--- src/rtl/qpsk_bit_packer.sv ---
// Hard-decision QPSK symbol packer: 2 bits per symbol, MSB-first into 32-bit words, tlast flushes.
// Optional QPSK_PACK_DIFF_DECODE_EN: emit quadrant differences to remove Costas phase ambiguity.
module qpsk_bit_packer #(
  parameter int unsigned SYMS_PER_WORD = 16,
  parameter int unsigned CNT_WIDTH     = 32
) (
  input  logic                 ce_clk,
  input  logic                 ce_rst_n,
  input  logic                 clear,
  input  logic [31:0]          i_tdata,
  input  logic                 i_tvalid,
  input  logic                 i_tlast,
  output logic                 i_tready,
  output logic [31:0]          o_tdata,
  output logic                 o_tvalid,
  output logic                 o_tlast,
  input  logic                 o_tready,
  output logic [4:0]           o_nsyms,
  output logic [CNT_WIDTH-1:0] sym_count
);

  localparam logic [3:0] LastSlot = 4'(SYMS_PER_WORD - 1);

  logic                 rdy_q;
  logic [31:0]          acc_q, acc_d;
  logic [3:0]           k_q, k_d;
  logic [31:0]          odata_q, odata_d;
  logic                 ovalid_q, ovalid_d;
  logic                 olast_q, olast_d;
  logic [4:0]           onsyms_q, onsyms_d;
  logic [CNT_WIDTH-1:0] cnt_q, cnt_d;

  logic [1:0]  dibit;
  logic        completing;
  logic        accept;
  logic [31:0] word;
  logic        unused_bits;

  assign unused_bits = ^{i_tdata[30:16], i_tdata[14:0]};

`ifdef QPSK_PACK_DIFF_DECODE_EN
  logic [1:0] prev_q, prev_d;
  logic [1:0] q_idx;

  // Quadrants counted counter-clockwise from (+,+): {Qneg, Ineg ^ Qneg}
  assign q_idx = {i_tdata[15], i_tdata[31] ^ i_tdata[15]};
  assign dibit = q_idx - prev_q;

  always_comb begin
    prev_d = prev_q;
    if (clear) begin
      prev_d = 2'd0;
    end else if (accept) begin
      prev_d = i_tlast ? 2'd0 : q_idx;
    end
  end

  always_ff @(posedge ce_clk or negedge ce_rst_n) begin
    if (!ce_rst_n) begin
      prev_q <= 2'd0;
    end else begin
      prev_q <= prev_d;
    end
  end
`else
  assign dibit = {i_tdata[31], i_tdata[15]};
`endif

  assign completing = (k_q == LastSlot) || i_tlast;
  // Only a completing symbol needs the output register, so only it can stall.
  assign i_tready   = rdy_q && !(completing && ovalid_q && !o_tready);
  assign accept     = i_tvalid && i_tready && !clear;
  assign word       = acc_q | ({dibit, 30'b0} >> {k_q, 1'b0});

  always_comb begin
    acc_d    = acc_q;
    k_d      = k_q;
    odata_d  = odata_q;
    ovalid_d = ovalid_q;
    olast_d  = olast_q;
    onsyms_d = onsyms_q;
    cnt_d    = cnt_q;
    if (clear) begin
      acc_d    = '0;
      k_d      = '0;
      odata_d  = '0;
      ovalid_d = 1'b0;
      olast_d  = 1'b0;
      onsyms_d = '0;
      cnt_d    = '0;
    end else begin
      if (ovalid_q && o_tready) begin
        ovalid_d = 1'b0;
      end
      if (accept) begin
        cnt_d = cnt_q + CNT_WIDTH'(1);
        if (completing) begin
          odata_d  = word;
          ovalid_d = 1'b1;
          olast_d  = i_tlast;
          onsyms_d = {1'b0, k_q} + 5'd1;
          acc_d    = '0;
          k_d      = '0;
        end else begin
          acc_d = word;
          k_d   = k_q + 4'd1;
        end
      end
    end
  end

  always_ff @(posedge ce_clk or negedge ce_rst_n) begin
    if (!ce_rst_n) begin
      rdy_q    <= 1'b0;
      acc_q    <= '0;
      k_q      <= '0;
      odata_q  <= '0;
      ovalid_q <= 1'b0;
      olast_q  <= 1'b0;
      onsyms_q <= '0;
      cnt_q    <= '0;
    end else begin
      rdy_q    <= 1'b1;
      acc_q    <= acc_d;
      k_q      <= k_d;
      odata_q  <= odata_d;
      ovalid_q <= ovalid_d;
      olast_q  <= olast_d;
      onsyms_q <= onsyms_d;
      cnt_q    <= cnt_d;
    end
  end

  assign o_tdata   = odata_q;
  assign o_tvalid  = ovalid_q;
  assign o_tlast   = olast_q;
  assign o_nsyms   = onsyms_q;
  assign sym_count = cnt_q;

endmodule

--- config.mk ---
export PLATFORM = sky130hd
export DESIGN_NAME = qpsk_bit_packer
export DESIGN_NICKNAME = d
export VERILOG_FILES = /design/src/rtl/qpsk_bit_packer.sv
export SDC_FILE = /design/constraint.sdc
export NUM_CORES = 1
export LEC_CHECK = 0
export BUFFER_PORTS_ARGS = -buffer_cell sky130_fd_sc_hd__buf_2
export CAP_MARGIN = 20
export CORE_MARGIN = 2
export CORE_UTILIZATION = 30
export DETAILED_ROUTE_END_ITERATION = 10
export PLACE_DENSITY_LB_ADDON = 0.2
export SYNTH_ARGS = -nofsm -noshare
export SYNTH_HDL_FRONTEND = slang
export SYNTH_SLANG_ARGS = --single-unit
--- constraint.sdc ---
create_clock -name ce_clk -period 4.2 [get_ports ce_clk]
set_input_delay 0.42 -clock ce_clk [delete_from_list [all_inputs] [get_ports ce_clk]]
set_output_delay 0.42 -clock ce_clk [all_outputs]
set_load 0.005 [all_outputs]
Yosys cells after proc, flatten, opt, wreduce, memory -nomap -nowiden
Cells that the tools add are included.
{"block": "word_totals", "regBits": 108, "in_bits": 38, "word_cells": 48}
{"block": "op_classes", "addsub": 3, "n_eq_ne": 1, "n_shift": 1, "mux": 21, "bitwise": 1, "reduce_logical": 13}
{"cell": "32-bit two-way mux", "count": 8}
{"cell": "32-bit by 1-bit adder with 32-bit output (second input constant)", "count": 1}
{"cell": "32-bit OR", "count": 1}
{"cell": "32-bit by 5-bit >> shifter with 32-bit output", "count": 1}
{"cell": "5-bit two-way mux", "count": 3}
{"cell": "4-bit two-way mux", "count": 3}
{"cell": "1-bit two-way mux", "count": 7}
{"cell": "1-bit logical AND", "count": 6}
{"cell": "4-bit by 1-bit adder with 5-bit output (second input constant)", "count": 1}
{"cell": "4-bit by 1-bit adder with 4-bit output (second input constant)", "count": 1}
{"cell": "4-bit == test (second input constant)", "count": 1}
{"cell": "2-bit nonzero test", "count": 2}
{"cell": "1-bit zero test", "count": 3}
{"cell": "2-bit AND reduction", "count": 1}
{"cell": "1-bit logical OR", "count": 1}

Logic depth before layout (Yosys ltp)
Gate-level depths: netlist of the first run.
{"block": "logic_depth", "word_depth": 10, "depth_mapped": 8}

Worst setup path after synthesis of the first run
OpenSTA, ideal clock, no wires.
{"block": "synth_path", "kind": "register to register", "startpoint": "register k_q[1]", "endpoint": "register cnt_q[27], in the netlist sym_count[27]", "t_arrival_ns": 1.956, "required_time_ns": 4.075, "setup_slack_ns": 2.119, "stages_incl_launch_ff": 8, "period_less_slack_ns": 2.081, "cell_sequence": "dfrtp_1 > ha_1 > and3_1 > clkbuf_1 > o22a_1 > clkbuf_1 > nor4_1 > mux2_2"}
{"block": "synth_via", "elab_chain_len": 9}
{"element": "from (decl)", "line": "26", "rtl": "logic [3:0] k_q, k_d;"}
{"element": "from (signal assigned)", "line": "125", "rtl": "k_q <= k_d;"}
{"element": "4-bit == test", "line": "69", "rtl": "assign completing = (k_q == LastSlot) || i_tlast;"}
{"element": "1-bit logical OR", "line": "69"}
{"element": "1-bit logical AND (2 in a row)", "line": "71", "rtl": "assign i_tready = rdy_q && !(completing && ovalid_q && !o_tready);"}
{"element": "1-bit zero test", "line": "71"}
{"element": "1-bit logical AND", "line": "71"}
{"element": "1-bit logical AND (2 in a row)", "line": "72", "rtl": "assign accept = i_tvalid && i_tready && !clear;"}
{"element": "2-bit nonzero test (no line)"}
{"element": "to (signal assigned)", "line": "130", "rtl": "cnt_q <= cnt_d;"}
{"element": "to (decl)", "line": "31", "rtl": "logic [CNT_WIDTH-1:0] cnt_q, cnt_d;"}
Every way passes these cells.
A chain may end at the register's enable or synchronous reset.

Final worst setup path of the first run
{"block": "layout_path", "startpoint": "register k_q[0]", "endpoint": "register acc_q[14]"}
{"block": "layout_via", "elab_chain_len": 9}
{"element": "parallel branches: the longest is 9 deep, another holds 32-bit by 5-bit >> shifter with 32-bit output"}
{"element": "to (signal assigned)", "line": "115", "rtl": "acc_q <= '0;"}
{"element": "to (signal assigned)", "line": "124", "rtl": "acc_q <= acc_d;"}
{"element": "to (decl)", "line": "25", "rtl": "logic [31:0] acc_q, acc_d;"}
Parallel ways; which one is timed is not known. The select of a mux whose other input is x is not followed.

==> results of run 1 <==
-- per-layer routing --
metal  track usage  part of all wire  vias to the layer above
met5             0                 0                        -
met4        0.0361            0.0042                        0
met3        0.0435             0.046                        4
met2         0.248              0.48                       87
met1         0.206              0.47                     2096
li1              -                 -                     2044
-- cell usage in the layout (no fill, tap or decap), drive strengths merged, types with 3 or more instances in the layout --
master / count
nand3: 10
nor3: 35
nor2b: 10
a22oi: 16
a31oi: 17
nand2b: 3
dfrtp: 108
inv: 3
o21ai: 7
mux2: 7
a21oi: 33
a211oi: 34
or3: 9
nor3b: 4
buf: 89
o31ai: 18
and2: 4
nand2: 23
and3: 5
nor4: 8
nand4: 11
nor2: 80
or4: 21
clkbuf: 10
-- registers in the layout, summed over array words and instances (netlist names) --
name,count
k_q,4
o_nsyms,5
acc_q,32
rdy_q,1
o_tdata,32
o_tvalid,1
o_tlast,1
sym_count,32
-- where the power goes --
| part | switching [mW] | total (mW) | internal (mW) |
|---|---|---|---|
| clock network | 0.387 | 0.864 | 0.478 |
| logic | 0.106 | 0.151 | 0.0454 |
| registers | 0.0141 | 1.07 | 1.06 |
-- logic make-up after synthesis --
kind of cell	Yosys count	share of synthesized area
flops	108	0.534
mux	7	0.0156
xor+xnor	3	0.00520
other cells	1	0.000741
fa+ha+maj	2	0.00495
simple gates	228	0.231
buf+inv	52	0.0403
compound gates	129	0.167
-- cell type report --
cell class	instances	area, sq um	area share
inverters	3	11.3	0.00190
clock inverters	5	62.6	0.0105
well taps	220	275	0.0464
flip-flops and latches	108	2700	0.455
multi-input cells	370	2160	0.364
repair buffers	89	485	0.0818
clock buffers	10	239	0.0402
-- path summary, 6_finish.rpt --
path,cells past startpoint,to,slack [ns]
max reg2reg,5,acc_q[14]$_DFFE_PN0P_,1.26
max,5,acc_q[14]$_DFFE_PN0P_,1.26
min in group ce_clk,3,o_tlast$_DFFE_PN0P_,0.41
min,1,sym_count[15]$_DFFE_PN0P_,0.20
max in group asynchronous,2,sym_count[25]$_DFFE_PN0P_,2.94
min reg2reg,2,acc_q[2]$_DFFE_PN0P_,0.51
-- cell usage after synthesis (all sizes together) --
library cell  number
a211oi            34
a21boi             1
a21oi             33
a22oi             16
a31oi             17
and2               4
and3               5
and3b              1
and4               2
buf                8
clkbuf            41
conb               1
dfrtp            108
ha                 2
inv                3
mux2               7
nand2             23
nand2b             3
nand3             10
nand3b             1
nand4             11
nor2              80
nor2b             10
nor3              35
nor3b              4
nor4               8
o21a               1
o21ai              7
o22a               1
o22ai              1
o31ai             18
or3                9
or3b               1
or4               21
xnor2              2
xor2               1
-- per-stage QoR --
step                instance area [sq um]  std cells  utilization  total power [mW]  hold slack, ns
floorplan                            5060        530            -              1.17           0.124
finish                               5940        805        0.359              2.09           0.204
global route                         5940        805        0.359              2.18           0.288
global placement                     5620        788        0.340              1.25           0.478
detailed placement                   5630        789        0.341              1.25           0.491
CTS                                  5930        804        0.359              2.12           0.242
==> results.tsv, run 1 <==
metric	value	unit
layout.nets	621	
worst-setup-path-type	reg -> reg	
worst_setup_path_end_kind	flip-flop	
first_global_vias	4231	
outcome	finished clean	
yosys_register_bits	108	
global_route.usage.total	0.154	
grt_start_max_net_pins	73	
vdd_drop_max	0.203	mV
hold_violations	0	
io-pin-count	110	
initial_utilization	0.306	
grt_setup_unrepaired	false	
synth_net_count	570	
critical_path_peak_fanout	20	
timing_max_transition_violations_final	0	
cts-buffers-inserted	9	
fmax	340	MHz
synth.lib_cells_used.distinct	38	
clock_slew_at_reported_path_ffs	0.07	ns
timing.critical_path.arrival	3.20	ns
worst_path_max_delay_cell	sky130_fd_sc_hd__or3_1	
critPathRequiredTime	4.46	ns
final_period_minus_worst_setup_slack	2.94	ns
chipHeight	134	microns
power_density	352	nW/um^2
ant_nets	0	
drive_above_1_share	0.197	
fp.dieArea	17900	sq um
critical_path.reg2reg.startpoint	k_q[0]$_DFFE_PN0P_	
syn_inst	530	
clock_sink_count	108	
drt_first_iter_violations	184	
cts_tree	yes	
synthTopCellsByArea	sky130_fd_sc_hd__dfrtp_1 (53%), sky130_fd_sc_hd__nor2_1 (5.9%), sky130_fd_sc_hd__a211oi_1 (5.0%)	
drv_cap	0	
cts_repair_resize_count	0	
setup_viol	0	
power_leakage	2.63	nW
row_count	47	
cell_area_after_synthesis	5060	sq um
via_per_inst	5.26	
synth.top_cell.area_share	0.534	
crit_chain	ha_1 -> a31oi_1 -> or3_1 -> nand2b_1 -> nor2_1	
area_growth_syn_to_layout	17.4	%
cts_hold_repair.buffers	0	
crit_start	k_q[0]$_DFFE_PN0P_	
cts_htree_levels	3	
post-cts-setup-buffer-count	0	
post-route-period-util	0.700	
critPathTopFamily	simple AND/OR/NAND/NOR gates	
preCtsSetupSlack	1.27	ns
grt_remaining_overflow	0	
post-route-worst-setup-slack	1.26	ns
cp-start-kind	flip-flop	
finalSetupTns	0	ns
worstHoldPathType	in -> async	
die_x	134	microns
detail_route.wl_per_cell	16.2	microns
synth_top_cell_by_area	sky130_fd_sc_hd__dfrtp_1	
ys.warnings.count	0	
post_synth.cell_area_avg	9.54	sq um
finClkSkew	0.00830	ns
max-slew-margin-rel	0.370	
grt_pass1_wl	22100	microns
antennaDiodeCount	0	
clockBufferDepth	2	
remaining_drc_errors	0	
route.vias.total	4231	
worstSkewPairLatency	0.35	ns
synth_sequential_area_ratio	0.534	
detailed_place_hpwl	8760	microns
timing.critical_path.buf_inv	0	
cts_root_buf	sky130_fd_sc_hd__clkbuf_16	
fp.coreArea	16500	sq um
slew_at_the_pin_with_the_worst_max_slew_slack	0.945	ns
grt_antenna_before_repair	0	
cpPeakStageDelay	0.71	ns
detail_route.first_pass.iterations	4	
totalWireLength	13000	microns
gp_congestion	0.762	
io_buffers	79	
n_fill_cell	1691	
Power figures use the tool's default switching activity.
==> run 2, diff against run 1 <==
==> constraint.sdc (replaced) <==
create_clock -name ce_clk -period 2.6 [get_ports ce_clk]
set_input_delay 0.26 -clock ce_clk [delete_from_list [all_inputs] [get_ports ce_clk]]
set_output_delay 0.26 -clock ce_clk [all_outputs]
set_load 0.005 [all_outputs]
==> run 2 against run 1 <==
  * Combinational power up 70%
  * First-iteration DRC count up 75%
  * Non-clock buffer count up 13
  * Die area unchanged
  * Via count up 1.5%
  * Register-to-register slack worse by 0.87 ns
  * Clock power up 78%
  * Critical endpoint is now sym_count[31]$_DFFE_PN0P_
  * Highest routed layer unchanged
==> results.tsv, run 2 (synthesis gave the netlist of run 1 again) <==
metric	value	unit	change
antennaDiodeCount	0		unchanged
worst_case_reg_to_reg_path_depth	6		was 5
vdd_drop_max	0.308	mV	was 0.203 mV
area_growth_syn_to_layout	20.0	%	was 17.4%
grt_start_max_net_pins	69		was 73
clockBufferDepth	2		unchanged
layout.nets	634		was 621
drt_first_iter_violations	322		was 184
critical_path.reg2reg.startpoint	k_q[1]$_DFFE_PN0P_		was k_q[0]$_DFFE_PN0P_
final_cell_mix	sky130_fd_sc_hd__dfrtp_1 (108), sky130_fd_sc_hd__nor2_1 (80), sky130_fd_sc_hd__buf_2 (78)		unchanged
mostFrequentLayoutCell	sky130_fd_sc_hd__dfrtp_1		unchanged
hold_violations	0		unchanged
timing.critical_path.arrival	2.45	ns	was 3.20 ns
via_per_inst	5.25		was 5.26
post-cts-setup-buffer-count	0		unchanged
gp_congestion	0.777		was 0.762
clock_sink_count	108		unchanged
grt_antenna_before_repair	0		unchanged
worstSkewPairLatency	0.35	ns	about the same
crit_chain	ha_1 -> and3_1 -> o22a_1 -> buf_4 -> nor4_1 -> mux2_2		was ha_1 -> a31oi_1 -> or3_1 -> nand2b_1 -> nor2_1
total_power	3.53	mW	was 2.09 mW
fp.dieArea	17900	sq um	unchanged
first_global_vias	4050		was 4231
timing.critical_path.buf_inv	1		was 0
worst_setup_path_end_kind	flip-flop		unchanged
critPathTopFamily	simple AND/OR/NAND/NOR gates		unchanged
outcome	finished clean		unchanged
critPathCapture	sym_count[31]$_DFFE_PN0P_		was acc_q[14]$_DFFE_PN0P_
io-pin-count	110		unchanged
worst-setup-path-type	reg -> reg		unchanged
initial_utilization	0.306		unchanged
cts-buffers-inserted	9		unchanged
n_fill_cell	1682		was 1691
chipHeight	134	microns	unchanged
rrSetupSlack	0.39	ns	was 1.26 ns
slew_at_the_pin_with_the_worst_max_slew_slack	0.752	ns	was 0.945 ns
worstHoldStart	i_tvalid		
fp.coreArea	16500	sq um	unchanged
crit_start	k_q[1]$_DFFE_PN0P_		was k_q[0]$_DFFE_PN0P_
fmax	453	MHz	was 340 MHz
setup_viol	0		unchanged
finClkSkew	0.00793	ns	was 0.00830 ns
drive_above_1_share	0.212		was 0.197
route.vias.total	4296		was 4231
critical_path_peak_fanout	30		was 20
worstHoldPathType	in -> reg		was in -> async
cts_root_buf	sky130_fd_sc_hd__clkbuf_16		unchanged
grt_pass1_wl	21600	microns	was 22100 microns
critical_path_depth	6		was 5
finalSetupTns	0	ns	unchanged
drv_cap	0		unchanged
critPathRequiredTime	2.84	ns	was 4.46 ns
global_route.usage.total	0.150		was 0.154
row_count	47		unchanged
worst_path_max_delay_cell	sky130_fd_sc_hd__dfrtp_1		was sky130_fd_sc_hd__or3_1
cpPeakStageDelay	0.43	ns	was 0.71 ns
ant_nets	0		unchanged
remaining_drc_errors	0		unchanged
grt_remaining_overflow	0		unchanged
totalWireLength	13100	microns	was 13000 microns
power_leakage	2.71	nW	was 2.63 nW
detail_route.wl_per_cell	16.0	microns	was 16.2 microns
cp-start-kind	flip-flop		unchanged
io_buffers	79		unchanged
max-slew-margin-rel	0.499		was 0.370
cts_tree	yes		unchanged
timing_max_transition_violations_final	0		unchanged
die_x	134	microns	unchanged
clock_slew_at_reported_path_ffs	0.08	ns	was 0.07 ns
detailed_place_hpwl	8800	microns	was 8760 microns
crit-reg2reg-capture	sym_count[31]$_DFFE_PN0P_		was acc_q[14]$_DFFE_PN0P_
power_density	581	nW/um^2	was 352 nW/um^2
final_period_minus_worst_setup_slack	2.21	ns	was 2.94 ns
post-route-period-util	0.850		was 0.700
grt_setup_unrepaired	false		unchanged
detail_route.first_pass.iterations	4		unchanged
cts_htree_levels	3		unchanged
[run 2: worst min-delay path: cells and delay by family]
kind	cells	cell delay, ns
buffers and inverters	1	0.12
and+or+nand+nor	1	0.11
AOI/OAI and AO/OA	1	0.07
[run 2: routing by layer]
layer,part of all wire,track usage
met1,0.48,0.214
met5,0,0
met3,0.042,0.0268
met4,0.012,0.0479
met2,0.47,0.232
[run 2: layout make-up]
type / instances / area [sq um] / area share
Clock buffer: 10 / 239 / 0.0394
Clock inverter: 6 / 93.8 / 0.0155
Inverter: 3 / 11.3 / 0.00186
Multi-Input combinational cell: 370 / 2160 / 0.355
Sequential cell: 108 / 2700 / 0.445
Tap cell: 220 / 275 / 0.0454
Timing Repair Buffer: 102 / 589 / 0.0971
[run 2: how the worst min path moves through the flow]
stage	end	slack, ns	depth (start not counted)
after detailed placement	sym_count[13]$_DFFE_PN0P_	0.30	1
after CTS	o_nsyms[4]$_DFFE_PN0P_	0.23	3
final	o_nsyms[4]$_DFFE_PN0P_	0.25	3
after global placement	sym_count[13]$_DFFE_PN0P_	0.30	1
after global routing	o_tlast$_DFFE_PN0P_	0.25	3
after floorplan	acc_q[0]$_DFFE_PN0P_	-0.04	0
[run 2: where the power goes]
group	internal, mW	leakage (nW)	switching (mW)
Sequential	1.71	1.49	0.0209
Clock	0.880	0.160	0.657
Combinational	0.0817	1.06	0.175
[run 2: metrics by stage]
| stage | utilization | setup WS (ns) | std cells | hold WS [ns] | area (sq um) |
|---|---|---|---|---|---|
| final | 0.367 | 0.391 | 819 | 0.246 | 6070 |
| after global routing | 0.367 | 0.244 | 819 | 0.247 | 6070 |
| after CTS | 0.367 | 0.384 | 819 | 0.234 | 6070 |
| after detailed placement | 0.346 | 0.403 | 802 | 0.299 | 5720 |
| after global placement | 0.346 | 0.383 | 801 | 0.296 | 5710 |
| after floorplan | - | 0.519 | 530 | -0.0356 | 5060 |
[run 2: repair_timing]
item | CTS | global route
endpoints found under the setup margin | 0 | 0
gates resized for setup | 0 | 0
hold endpoints to repair | 43 | 0
hold buffers | 1 | 0
